<file path="src/rtl/mcu_ctrl_pkg.sv">
// Shared constants for the MCU boot loader and pause controller.
// The state encoding is shared by the boot loader and the pause FSM.
package mcu_ctrl_pkg;

   localparam logic [2:0] ST_BOOT_ACCEPT = 3'd0;
   localparam logic [2:0] ST_BOOT_WRITE  = 3'd1;
   localparam logic [2:0] ST_RUN         = 3'd2;
   localparam logic [2:0] ST_PAUSING     = 3'd3;
   localparam logic [2:0] ST_PAUSED      = 3'd4;

   // Boot words are 16 bits wide, so each one advances the byte address by 2.
   localparam logic [15:0] BOOT_ADDR_STEP = 16'd2;

   localparam int BOOT_WORDS_DEFAULT = 32768;

endpackage

</file>
<file path="src/rtl/mcu_boot_pause_ctrl_if.sv">
// Boot stream, boot write port and pause handshake between the MCU controller and its environment.
// The controller takes the slave side; the environment drives the master side.
interface mcu_boot_pause_ctrl_if;

   logic [15:0] i_bootData;
   logic        i_bootValid;
   logic        o_bootReady;
   logic [15:0] o_memAddr;
   logic [15:0] o_memData;
   logic        o_memWr;
   logic        o_isBooted;
   logic        i_doPause;
   logic        o_startPause;
   logic        i_nowPaused;
   logic        i_dbgPause;
   logic        i_resume;
   logic        o_paused;

   modport slave (
      input  i_bootData, i_bootValid, i_doPause, i_nowPaused, i_dbgPause, i_resume,
      output o_bootReady, o_memAddr, o_memData, o_memWr, o_isBooted, o_startPause, o_paused
   );

   modport master (
      output i_bootData, i_bootValid, i_doPause, i_nowPaused, i_dbgPause, i_resume,
      input  o_bootReady, o_memAddr, o_memData, o_memWr, o_isBooted, o_startPause, o_paused
   );

endinterface

</file>
<file path="src/rtl/mcu_boot_pause_ctrl_boot_loader.sv">
// Boot image loader: accepts one word, writes it on the following cycle, and repeats until
// BOOT_WORDS words have been written, then raises o_done until reset.
module boot_loader
   import mcu_ctrl_pkg::*;
#(
   parameter int BOOT_WORDS = BOOT_WORDS_DEFAULT
) (
   input  logic        i_clk,
   input  logic        i_rst,
   input  logic [15:0] i_bootData,
   input  logic        i_bootValid,
   output logic        o_bootReady,
   output logic [15:0] o_memAddr,
   output logic [15:0] o_memData,
   output logic        o_memWr,
   output logic        o_done
);

   localparam logic [15:0] LP_LAST_COUNT = 16'(BOOT_WORDS);

   logic [2:0]  r_state;
   logic [15:0] r_count;
   logic [15:0] r_memAddr;
   logic [15:0] r_memData;
   logic        r_memWr;
   logic        r_bootReady;
   logic        r_done;
   logic [15:0] w_count_next;

   assign w_count_next = r_count + 16'd1;

   // NOTE: state is updated with non-blocking assignments so every register samples pre-edge values.
   always_ff @(posedge i_clk) begin
      if (i_rst) begin
         r_state     <= ST_BOOT_ACCEPT;
         r_count     <= '0;
         r_memAddr   <= '0;
         r_memData   <= '0;
         r_memWr     <= 1'b0;
         r_bootReady <= 1'b1;
         r_done      <= 1'b0;
      end else begin
         case (r_state)
            ST_BOOT_ACCEPT: begin
               if (i_bootValid) begin
                  r_memData   <= i_bootData;
                  r_memAddr   <= r_count * BOOT_ADDR_STEP;
                  r_memWr     <= 1'b1;
                  r_bootReady <= 1'b0;
                  r_state     <= ST_BOOT_WRITE;
               end
            end
            ST_BOOT_WRITE: begin
               r_memWr <= 1'b0;
               r_count <= w_count_next;
               // A 16-bit count lets 32768 words terminate at address 0xFFFE without wrapping.
               if (w_count_next == LP_LAST_COUNT) begin
                  r_done  <= 1'b1;
                  r_state <= ST_RUN;
               end else begin
                  r_bootReady <= 1'b1;
                  r_state     <= ST_BOOT_ACCEPT;
               end
            end
            default: ;
         endcase
      end
   end

   assign o_bootReady = r_bootReady;
   assign o_memAddr   = r_memAddr;
   assign o_memData   = r_memData;
   assign o_memWr     = r_memWr;
   assign o_done      = r_done;

endmodule

</file>
<file path="src/rtl/mcu_boot_pause_ctrl.sv">
// MCU boot and pause controller: loads the boot image, releases the core, then serves
// PSE and debug pause requests through the startPause/nowPaused handshake.
module mcu_boot_pause_ctrl
   import mcu_ctrl_pkg::*;
#(
   parameter int BOOT_WORDS = BOOT_WORDS_DEFAULT
) (
   input logic                 i_clk,
   input logic                 i_rst,
   mcu_boot_pause_ctrl_if.slave bus
);

   logic       w_boot_done;
   logic       w_request;
   logic       w_resume_ok;
   logic [2:0] r_state;
   logic       r_rearm;
   logic       r_startPause;
   logic       r_paused;

   boot_loader #(
      .BOOT_WORDS (BOOT_WORDS)
   ) u_boot_loader (
      .i_clk       (i_clk),
      .i_rst       (i_rst),
      .i_bootData  (bus.i_bootData),
      .i_bootValid (bus.i_bootValid),
      .o_bootReady (bus.o_bootReady),
      .o_memAddr   (bus.o_memAddr),
      .o_memData   (bus.o_memData),
      .o_memWr     (bus.o_memWr),
      .o_done      (w_boot_done)
   );

   assign w_request   = (bus.i_doPause & r_rearm) | bus.i_dbgPause;
   assign w_resume_ok = (r_state == ST_PAUSED) & bus.i_resume & ~bus.i_dbgPause;

   // The pause FSM sits in RUN while the loader works and only advances once boot is done.
   always_ff @(posedge i_clk) begin
      if (i_rst) begin
         r_state      <= ST_RUN;
         r_startPause <= 1'b0;
         r_paused     <= 1'b0;
      end else if (w_boot_done) begin
         case (r_state)
            ST_RUN: begin
               if (w_request) begin
                  r_startPause <= 1'b1;
                  r_state      <= ST_PAUSING;
               end
            end
            ST_PAUSING: begin
               if (bus.i_nowPaused) begin
                  r_paused <= 1'b1;
                  r_state  <= ST_PAUSED;
               end
            end
            ST_PAUSED: begin
               if (w_resume_ok) begin
                  r_startPause <= 1'b0;
                  r_paused     <= 1'b0;
                  r_state      <= ST_RUN;
               end
            end
            default: r_state <= ST_RUN;
         endcase
      end
   end

   // Rearm stays clear while the PSE that was just resumed keeps i_doPause high.
   always_ff @(posedge i_clk) begin
      if (i_rst) begin
         r_rearm <= 1'b1;
      end else if (!bus.i_doPause) begin
         r_rearm <= 1'b1;
      end else if (w_resume_ok) begin
         r_rearm <= 1'b0;
      end
   end

   assign bus.o_isBooted   = w_boot_done;
   assign bus.o_startPause = r_startPause;
   assign bus.o_paused     = r_paused;

endmodule

</file>
<file path="src/flat_wrapper.sv">
// flat-port wrapper written by rule: the top's interface ports become plain ports
module mcu_boot_pause_ctrl_flat import mcu_ctrl_pkg::*;
#(
   parameter int BOOT_WORDS = BOOT_WORDS_DEFAULT
)
  (i_clk, i_rst, bus_i_bootData, bus_i_bootValid, bus_i_doPause, bus_i_nowPaused, bus_i_dbgPause, bus_i_resume, bus_o_bootReady, bus_o_memAddr, bus_o_memData, bus_o_memWr, bus_o_isBooted, bus_o_startPause, bus_o_paused);
  mcu_boot_pause_ctrl_if bus_i ();
  input logic i_clk;
  input logic i_rst;
  input wire logic [$bits(bus_i.i_bootData)-1:0] bus_i_bootData;
  input wire logic [$bits(bus_i.i_bootValid)-1:0] bus_i_bootValid;
  input wire logic [$bits(bus_i.i_doPause)-1:0] bus_i_doPause;
  input wire logic [$bits(bus_i.i_nowPaused)-1:0] bus_i_nowPaused;
  input wire logic [$bits(bus_i.i_dbgPause)-1:0] bus_i_dbgPause;
  input wire logic [$bits(bus_i.i_resume)-1:0] bus_i_resume;
  output wire logic [$bits(bus_i.o_bootReady)-1:0] bus_o_bootReady;
  output wire logic [$bits(bus_i.o_memAddr)-1:0] bus_o_memAddr;
  output wire logic [$bits(bus_i.o_memData)-1:0] bus_o_memData;
  output wire logic [$bits(bus_i.o_memWr)-1:0] bus_o_memWr;
  output wire logic [$bits(bus_i.o_isBooted)-1:0] bus_o_isBooted;
  output wire logic [$bits(bus_i.o_startPause)-1:0] bus_o_startPause;
  output wire logic [$bits(bus_i.o_paused)-1:0] bus_o_paused;
  assign bus_i.i_bootData = bus_i_bootData;
  assign bus_i.i_bootValid = bus_i_bootValid;
  assign bus_i.i_doPause = bus_i_doPause;
  assign bus_i.i_nowPaused = bus_i_nowPaused;
  assign bus_i.i_dbgPause = bus_i_dbgPause;
  assign bus_i.i_resume = bus_i_resume;
  assign bus_o_bootReady = bus_i.o_bootReady;
  assign bus_o_memAddr = bus_i.o_memAddr;
  assign bus_o_memData = bus_i.o_memData;
  assign bus_o_memWr = bus_i.o_memWr;
  assign bus_o_isBooted = bus_i.o_isBooted;
  assign bus_o_startPause = bus_i.o_startPause;
  assign bus_o_paused = bus_i.o_paused;
  mcu_boot_pause_ctrl #(.BOOT_WORDS(BOOT_WORDS)) u_core (.i_clk(i_clk), .i_rst(i_rst), .bus(bus_i));
endmodule
</file>
<file path="config.mk">
export PLATFORM = sky130hd
export DESIGN_NAME = mcu_boot_pause_ctrl_flat
export DESIGN_NICKNAME = d
export VERILOG_FILES = /design/src/rtl/mcu_ctrl_pkg.sv /design/src/rtl/mcu_boot_pause_ctrl_if.sv /design/src/rtl/mcu_boot_pause_ctrl_boot_loader.sv /design/src/rtl/mcu_boot_pause_ctrl.sv /design/src/flat_wrapper.sv
export SDC_FILE = /design/constraint.sdc
export NUM_CORES = 1
export LEC_CHECK = 0
export CAP_MARGIN = 5
export CORE_UTILIZATION = 53
export DETAILED_ROUTE_END_ITERATION = 6
export GPL_ROUTABILITY_DRIVEN = 0
export PLACE_DENSITY = 0.93
export SLEW_MARGIN = 5
export SYNTH_ARGS = -nofsm -noshare
export SYNTH_HDL_FRONTEND = slang
export SYNTH_HIERARCHICAL = 1
export SYNTH_SLANG_ARGS = --single-unit
</file>
<file path="constraint.sdc">
create_clock -name i_clk -period 5.2 [get_ports i_clk]
set_input_delay 1.04 -clock i_clk [delete_from_list [all_inputs] [get_ports i_clk]]
set_output_delay 1.04 -clock i_clk [all_outputs]
set_load 0.1 [all_outputs]
</file>
==> results.sh <==
export IMPL_die_area_sq_mm=0.00513
export IMPL_dr_pass1_iters=4
export IMPL_post_place_ws_ps=2210
export IMPL_area_growth_pct=25.7
export IMPL_hp_class="reg2reg"
export IMPL_syn_nets=331
export IMPL_critPathCaptureType="output pin"
export IMPL_status="finished clean"
export IMPL_fmax_mhz=327
export IMPL_wl_per_cell_um=13.8
export IMPL_antenna_found_initial=0
export IMPL_synthCells=306
export IMPL_critPathRequiredTime_ps=4160
export IMPL_synth_seq_cells=57
export IMPL_vias=2217
export IMPL_clockBufferDepth=2
export IMPL_report_final_slew_viol_count=0
export IMPL_grt_pass1_vias=2181
export IMPL_crit_slowest_cell="clkdlybuf4s50_1"
export IMPL_placed_cells=394
export IMPL_synthArstFlopShare_pct=0
export IMPL_powerDensity_mw_per_mm2=307
export IMPL_overflow=0
export IMPL_fin_nets=378
export IMPL_path_max_fanout=7
export IMPL_finalClockSkew_ps=8.33
export IMPL_startpoint_type="register"
export IMPL_cts_hold_buf=0
export IMPL_setup_violations=0
export IMPL_crit_type="reg2out"
export IMPL_postCtsResizedCells=0
export IMPL_numClockSinks=57
export IMPL_row_count=24
export IMPL_wl_um=5660
export IMPL_multi_input_area_sq_mm=0.00123
export IMPL_relSlewSlack_pct=19.4
export IMPL_hpwl_um=3670
export IMPL_die_h_um=71.6
export IMPL_crit_arrival_ps=2020
export IMPL_critPathBufInv=1
export IMPL_ant_nets=0
export IMPL_n_fill_cell=351
export IMPL_max_cap_violations=0
export IMPL_via_per_inst=5.41
export IMPL_tns_ps=0
export IMPL_grt_usage_pct=23.5
export IMPL_stdcell_count=410
export IMPL_synth_avg_cell_area_sq_um=8.40
export IMPL_fin_crit_sh_pct=58.8
export IMPL_p_leak_uw=0.00114
export IMPL_io_pins=60
export IMPL_crit_chain="clkdlybuf4s50_1"
export IMPL_hold_slack_ps=452
export IMPL_ys_seq_area_share_pct=44.4
export IMPL_drt_iter0_drc=170
export IMPL_coreArea_sq_mm=0.00450
export IMPL_slowest_delay_ps=1190
export IMPL_clock_latency_ps=330
export IMPL_cts_root_buf="clkbuf_8"
export IMPL_peakVddDrop_mv=0.224
export IMPL_grt_max_degree=57
export IMPL_cts_buffers=9
export IMPL_cts_tree="yes"
export IMPL_post_route_min_period_ps=3060
export IMPL_yosys_warnings=6
export IMPL_netlist_area_sq_mm=0.00257
export IMPL_ff_latch_area_sq_mm=0.00114
export IMPL_drive_gt1_share_pct=8.10
export IMPL_port_buffers=58
export IMPL_tightest_slew_ps=1200
export IMPL_clkTransAtPathRegs_ps=60
export IMPL_fp_dieW_um=71.6
export IMPL_critPathTopFamily="buffers and inverters"
export IMPL_grt_pass1_wl_um=9320
export IMPL_drc=0
export IMPL_synth_ff_type="dfxtp_1"
export IMPL_post_cts_buffers=0
export IMPL_htreeDepth=3
export IMPL_diodes=0
export IMPL_initial_utilization_pct=57.1
export IMPL_synth_edff_count=0
export IMPL_synth_cell_type_count=49
export IMPL_hold_viol=0
export IMPL_worst_slack_ps=2140
export IMPL_rsz0062_at_grt="false"
-- layout make-up --
| type | instances | share of cell area (%) |
|---|---|---|
| clock buffers | 13 | 4.61 |
| repair buffers | 58 | 17.8 |
| flip-flops and latches | 57 | 35.3 |
| inverters | 8 | 0.930 |
| clock inverters | 3 | 1.24 |
| well taps | 52 | 2.01 |
| multi-input cells | 219 | 38.1 |
-- sequential cells by signal, summed over array words and instances, names as in the netlist --
| signal | count |
|---|---|
| u_core/r_rearm | 1 |
| u_core/u_boot_loader/o_bootReady | 1 |
| u_core/u_boot_loader/r_state | 2 |
| u_core/u_boot_loader/o_memAddr | 15 |
| u_core/u_boot_loader/o_done | 1 |
| u_core/bus.o_paused | 1 |
| u_core/r_state | 3 |
| u_core/u_boot_loader/r_count | 16 |
| u_core/bus.o_startPause | 1 |
| u_core/u_boot_loader/o_memData | 16 |
-- final timing paths --
kind	slack, ps	startpoint	cells after the start	to
setup / recovery	2140	u_core/u_boot_loader/o_done	1	bus_o_isBooted
hold reg to reg	450	u_core/bus.o_startPause	2	u_core/bus.o_startPause
hold / removal	450	u_core/bus.o_startPause	2	u_core/bus.o_startPause
setup reg to reg	2440	u_core/u_boot_loader/r_count[0]	7	u_core/u_boot_loader/o_bootReady
-- per-layer routing --
layer / part of all wire [%] / track usage, %
met1: 43 / 25.7
met2: 50 / 41.5
met5: 0 / 0
met4: 1.7 / 11.1
met3: 4.8 / 7.03
-- cells in the mapped netlist (2+ instances only) --
master	instances	area (sq um)
ha_1	2	25.0
nor2b_1	2	12.5
nor3_1	5	25.0
clkbuf_8	7	96.3
o21ai_0	5	25.0
or4_4	2	22.5
nor4_1	3	18.8
a21oi_1	38	190
nand4_1	3	18.8
buf_4	3	22.5
and2b_2	2	17.5
inv_1	8	30.0
xor2_1	8	70.1
a211oi_1	2	15.0
clkbuf_1	9	33.8
dfxtp_1	57	1140
a31o_2	2	17.5
nor2_1	23	86.3
nand2_1	73	274
buf_1	2	7.51
nand2b_1	2	12.5
xnor2_1	12	105
or3_1	4	25.0
nand3_1	7	35.0
-- metrics by stage --
stage,utilization [%],total power [uW],cell area (sq um)
floorplan,-,561,2570
global placement,67.5,598,3040
detailed placement,67.5,599,3040
CTS,71.7,998,3230
global route,71.7,1020,3230
finish,71.7,991,3230
-- cells in the final DEF (no fill, tap or decap), types with 3 or more instances in the layout --
cell type and count:
nand3_1 7, dfxtp_1 57, nand4_1 3, clkbuf_8 10, nand2_1 73, nor3_1 5, clkdlybuf4s50_1 57, a21oi_1 38
nor4_1 3, xor2_1 8, o21ai_0 5, nor2_1 23, xnor2_1 12, inv_1 8, or3_1 4, clkbuf_1 3
-- where the power goes --
part,switching (uW),internal (uW),leakage (uW)
clock network,168,233,0.0000974
logic,99.2,37.3,0.000578
registers,6.55,447,0.000462
total,274,717,0.00114
-- kinds of logic (layout without fill, tap and decap cells) --
logic type               count (synthesis)  in the layout  synth area share [%]
AO/OA/AOI/OAI                           58             58                  13.1
multiplexers                             1              1                 0.389
flip-flops                              57             57                  44.4
other                                    1              1                 0.146
AND/OR/NAND/NOR                        137            137                  26.3
adder cells (fa/ha/maj)                  2              2                 0.974
XOR/XNOR                                20             20                  6.82
buffers and inverters                   30             82                  7.84
Note: power is estimated with default switching activity, not from simulation.
